## src/rtl/cbu_pipe.sv

```systemverilog
// cbu_pipe: register file feeding a two-stage ALU pipeline (EX, OUT) with
// valid/ready handshakes, EX->ID operand forwarding and carry/zero flags.
// Instruction format: {op[2:0], ra, rb, rd}. Register 0 always reads zero.
module cbu_pipe #(
    parameter int WIDTH  = 8,
    parameter int REG_AW = 2
) (
    input  logic                    clk,
    input  logic                    rst,
    input  logic                    ext_we,
    input  logic [REG_AW-1:0]       ext_waddr,
    input  logic [WIDTH-1:0]        ext_wdata,
    input  logic                    in_valid,
    output logic                    in_ready,
    input  logic [3+3*REG_AW-1:0]   in_instr,
    output logic                    out_valid,
    input  logic                    out_ready,
    output logic [WIDTH-1:0]        out_data,
    output logic [REG_AW-1:0]       out_rd,
    output logic                    out_carry,
    output logic                    out_zero
);

    localparam int NREGS = 2 ** REG_AW;
    localparam int IW    = 3 + 3 * REG_AW;

    typedef enum logic [2:0] {
        OP_ADD = 3'b000,
        OP_SUB = 3'b001,
        OP_INC = 3'b010,
        OP_DEC = 3'b011,
        OP_CMP = 3'b100,
        OP_AND = 3'b101,
        OP_XOR = 3'b110,
        OP_SHL = 3'b111
    } alu_op_e;

    logic [WIDTH-1:0]  regs [NREGS];

    logic              advance;
    logic              accept;
    logic              wb_en;

    logic [2:0]        id_op;
    logic [REG_AW-1:0] id_ra;
    logic [REG_AW-1:0] id_rb;
    logic [REG_AW-1:0] id_rd;
    logic [WIDTH-1:0]  id_a;
    logic [WIDTH-1:0]  id_b;

    logic              ex_valid;
    alu_op_e           ex_op;
    logic [WIDTH-1:0]  ex_a;
    logic [WIDTH-1:0]  ex_b;
    logic [REG_AW-1:0] ex_rd;

    logic [WIDTH-1:0]  alu_res;
    logic              alu_carry;
    logic              alu_zero;

    // The whole pipe moves only when the output register is free or being drained.
    assign advance  = !out_valid || out_ready;
    assign in_ready = advance;
    assign accept   = in_valid && advance;
    assign wb_en    = advance && ex_valid && (ex_rd != '0);

    assign id_op = in_instr[IW-1 -: 3];
    assign id_ra = in_instr[3*REG_AW-1 -: REG_AW];
    assign id_rb = in_instr[2*REG_AW-1 -: REG_AW];
    assign id_rd = in_instr[REG_AW-1:0];

    // Operand read with forwarding of the result currently in EX (not yet written back).
    always_comb begin
        id_a = regs[id_ra];
        id_b = regs[id_rb];
        if (ex_valid && (ex_rd != '0) && (ex_rd == id_ra)) begin
            id_a = alu_res;
        end
        if (ex_valid && (ex_rd != '0) && (ex_rd == id_rb)) begin
            id_b = alu_res;
        end
    end

    // Register file: writeback takes priority over an external write to the same register.
    always_ff @(posedge clk) begin
        if (rst) begin
            for (int i = 0; i < NREGS; i++) begin
                regs[i] <= '0;
            end
        end else begin
            for (int i = 1; i < NREGS; i++) begin
                if (wb_en && (ex_rd == REG_AW'(i))) begin
                    regs[i] <= alu_res;
                end else if (ext_we && (ext_waddr == REG_AW'(i))) begin
                    regs[i] <= ext_wdata;
                end
            end
        end
    end

    // EX stage register: loads a new instruction (or a bubble) whenever the pipe advances.
    always_ff @(posedge clk) begin
        if (rst) begin
            ex_valid <= 1'b0;
            ex_op    <= OP_ADD;
            ex_a     <= '0;
            ex_b     <= '0;
            ex_rd    <= '0;
        end else if (advance) begin
            ex_valid <= accept;
            if (accept) begin
                ex_op <= alu_op_e'(id_op);
                ex_a  <= id_a;
                ex_b  <= id_b;
                ex_rd <= id_rd;
            end
        end
    end

    // ALU on the EX operands; carry is carry-out for additions, borrow for subtractions.
    always_comb begin
        alu_res   = '0;
        alu_carry = 1'b0;
        case (ex_op)
            OP_ADD: {alu_carry, alu_res} = {1'b0, ex_a} + {1'b0, ex_b};
            OP_SUB: begin
                alu_res   = ex_a - ex_b;
                alu_carry = (ex_a < ex_b);
            end
            OP_INC: {alu_carry, alu_res} = {1'b0, ex_a} + (WIDTH+1)'(1);
            OP_DEC: begin
                alu_res   = ex_a - WIDTH'(1);
                alu_carry = (ex_a == '0);
            end
            OP_CMP: alu_res = {{(WIDTH-3){1'b0}}, (ex_a > ex_b), (ex_a < ex_b), (ex_a == ex_b)};
            OP_AND: alu_res = ex_a & ex_b;
            OP_XOR: alu_res = ex_a ^ ex_b;
            OP_SHL: begin
                alu_res   = {ex_a[WIDTH-2:0], 1'b0};
                alu_carry = ex_a[WIDTH-1];
            end
            default: begin
                alu_res   = '0;
                alu_carry = 1'b0;
            end
        endcase
        alu_zero = (alu_res == '0);
    end

    // OUT stage register: held while the consumer stalls, payload only updated by real results.
    always_ff @(posedge clk) begin
        if (rst) begin
            out_valid <= 1'b0;
            out_data  <= '0;
            out_rd    <= '0;
            out_carry <= 1'b0;
            out_zero  <= 1'b0;
        end else if (advance) begin
            out_valid <= ex_valid;
            if (ex_valid) begin
                out_data  <= alu_res;
                out_rd    <= ex_rd;
                out_carry <= alu_carry;
                out_zero  <= alu_zero;
            end
        end
    end

endmodule

```

## config.mk

```make
export PLATFORM = sky130hd
export DESIGN_NAME = cbu_pipe
export DESIGN_NICKNAME = d
export VERILOG_FILES = /design/src/rtl/cbu_pipe.sv
export SDC_FILE = /design/constraint.sdc
export NUM_CORES = 1
export LEC_CHECK = 0
export CORE_ASPECT_RATIO = 1.75
export CORE_MARGIN = 3
export CORE_UTILIZATION = 40
export DETAILED_ROUTE_END_ITERATION = 10
export GPL_ROUTABILITY_DRIVEN = 0
export PLACE_DENSITY = 0.64
export SLEW_MARGIN = 10
export SYNTH_ARGS = -nofsm -noshare
export SYNTH_HDL_FRONTEND = slang
export SYNTH_SLANG_ARGS = --single-unit
```

## constraint.sdc

```tcl
create_clock -name clk -period 9.9 [get_ports clk]
set_clock_uncertainty 0.2 [all_clocks]
set_input_delay 1.485 -clock clk [delete_from_list [all_inputs] [get_ports clk]]
set_output_delay 1.485 -clock clk [all_outputs]
set_load 0.03 [all_outputs]
```

==> results.json <==
{
  "status": "finished clean",
  "clock-root-buffer": "clkbuf_16",
  "diodes": 0,
  "synth_edf_count": 24,
  "drc_errors": 0,
  "cts.sinks": 59,
  "synth_warnings": 0,
  "min_period_ps": 4530,
  "rsz0062_at_grt": "no",
  "die-height_um": 144,
  "die_w_um": 85.0,
  "p_leak_nw": 1.88,
  "drtAntennaViolNets": 0,
  "initial_core_util_pct": 41.7,
  "synth_ff_type": "dfxtp_1",
  "wl_per_cell_um": 19.0,
  "holdBufCountCts": 0,
  "grt_pass1_wl_um": 19900,
  "synth-async-reset-ratio_pct": 0,
  "clkTransAtPathRegs_ps": 50,
  "first_global_vias": 4047,
  "syn_area_mm2": 0.00437,
  "path_class": "in2out",
  "drt_first_pass_iters": 5,
  "slew_headroom_pct": 32.6,
  "dp_slack_ps": 5380,
  "avgSynthCellArea_um2": 8.37,
  "synth_top_cell_area_share_pct": 16.5,
  "hold_viol": 0,
  "port_buffers": 37,
  "wl_um": 12700,
  "tns_ps": 0,
  "synth_seq_cells": 59,
  "cts_tree": "built",
  "grt_overflow_total": 0,
  "min_period_over_period_pct": 45.8,
  "fillers": 1034,
  "path_max_fanout": 7,
  "cts_setup_buffers": 0,
  "drv_cap": 0,
  "final_max_slew_viol_count": 0,
  "io_pins": 38,
  "grt_max_degree": 48,
  "vias": 4098,
  "dieArea_mm2": 0.0123,
  "grt_antenna_before_repair": 0,
  "drive_above_1_share_pct": 8.66,
  "worst_slack_ps": 5370,
  "p_per_area_mw_per_mm2": 150,
  "hold_depth": 2,
  "final_cell_mix": "a21oi_1 (70), nand2_1 (51), clkdlybuf4s50_1 (37), nor2_1 (35), dfxtp_1 (35)",
  "cp-start-kind": "input port",
  "synthTopCellsByArea": "edfxtp_1 (16%), dfxtp_1 (16%), a21oi_1 (8.0%)",
  "seq_area_frac_synth_pct": 32.5,
  "ir_worst_vdd_mv": 0.0898,
  "final_common_cell": "a21oi_1",
  "cp.arrival_ps": 2850,
  "drt-initial-drc-count": 266,
  "yosysUniqueCellTypes": 66,
  "cts_resized": 0,
  "syn-instance-count": 522,
  "rows": 49,
  "cp-end-kind": "primary output",
  "crit_required_ps": 8220,
  "insertion_delay_ps": 320,
  "fin_nets": 583,
  "synth_nets": 567,
  "setup_violations": 0,
  "clock.fmax_mhz": 221,
  "cts_buffers": 9,
  "ff_latch_area_mm2": 0.00142,
  "netlist.top_cell.by_area": "edfxtp_1",
  "grt_use_total_pct": 20.7,
  "r2r_cells": 7,
  "hp-class": "reg2reg",
  "area_growth_pct": 16.5,
  "coreArea_mm2": 0.0105,
  "multi_input_area_mm2": 0.00270,
  "cts_max_path_buffers": 2,
  "dp_hpwl_um": 9920,
  "worst-slew-pin-transition_ps": 1010,
  "via_per_inst": 6.12,
  "cts_max_level": 3
}
area by class of cell:
cell class,instances,area share [%]
clock inverters,2,0.688
flip-flops and latches,59,27.9
clock buffers,14,5.19
well taps,127,3.12
multi-input cells,399,53.0
repair buffers,43,8.16
inverters,26,1.92
critical path: stages:
cell             delay, ps
clkdlybuf4s50_1        440
nand2b_1               210
clkdlybuf4s50_1        710
flip-flops by register name (all words and copies together), names as in the netlist:
name / flops
regs: 24
ex_a: 8
ex_b: 8
out_data: 8
ex_op: 3
ex_rd: 2
out_rd: 2
ex_valid: 1
out_carry: 1
out_valid: 1
out_zero: 1
Yosys cell counts, types with 7 or more instances:
cell type	number
a211oi_1	11
a21oi_1	70
a221o_1	7
clkbuf_1	33
dfxtp_1	35
edfxtp_1	24
ha_1	19
inv_1	26
mux2_2	16
nand2_1	51
nand2b_1	11
nor2_1	35
nor2b_1	9
nor3_1	10
o211ai_1	12
o21ai_0	18
o31ai_1	7
layer usage:
layer  routed length, um  part of all wire, %  up-vias  track usage [%]
met1                4650                   36     1965             20.1
met5                   0                    0        -                0
met2                7100                   56      120             39.3
met4                 661                  5.2        0             15.1
met3                 334                  2.6       36             2.39
li1                    -                    -     1977                -
worst paths after layout:
kind | start | to | slack [ps]
hold reg to reg | out_data[7] | out_data[7] | 250
setup reg to reg | ex_op[1] | out_zero | 6160
setup / recovery | out_ready | in_ready | 5370
hold / removal | out_data[7] | out_data[7] | 250
metrics by stage:
step / std cells / total power, mW / instance area, um^2 / hold slack [ps] / util (%)
final: 670 / 0.763 / 5090 / 254 / 48.5
after floorplan: 522 / 0.400 / 4370 / 249 / -
after global routing: 670 / 0.791 / 5090 / 277 / 48.5
after detailed placement: 654 / 0.460 / 4790 / 251 / 45.7
after CTS: 670 / 0.763 / 5090 / 257 / 48.5
after global placement: 654 / 0.456 / 4790 / 247 / 45.7
power by group:
group          switching (mW)  internal [mW]
Clock                  0.0978          0.208
Combinational           0.106         0.0688
Sequential             0.0148          0.268
cell families (layout without fill, tap and decap cells):
family                     count (synthesis)  after routing  share of synthesized area [%]
DFF                                       59             59                           32.5
xor gates and xnor gates                  10             10                           2.00
buffers and inverters                     64             85                           5.75
muxes                                     24             24                           6.53
adders and majority gates                 21             21                           6.36
and+or+nand+nor                          159            159                           18.2
AOI/OAI and AO/OA                        185            185                           28.6
Power figures use the tool's default switching activity.
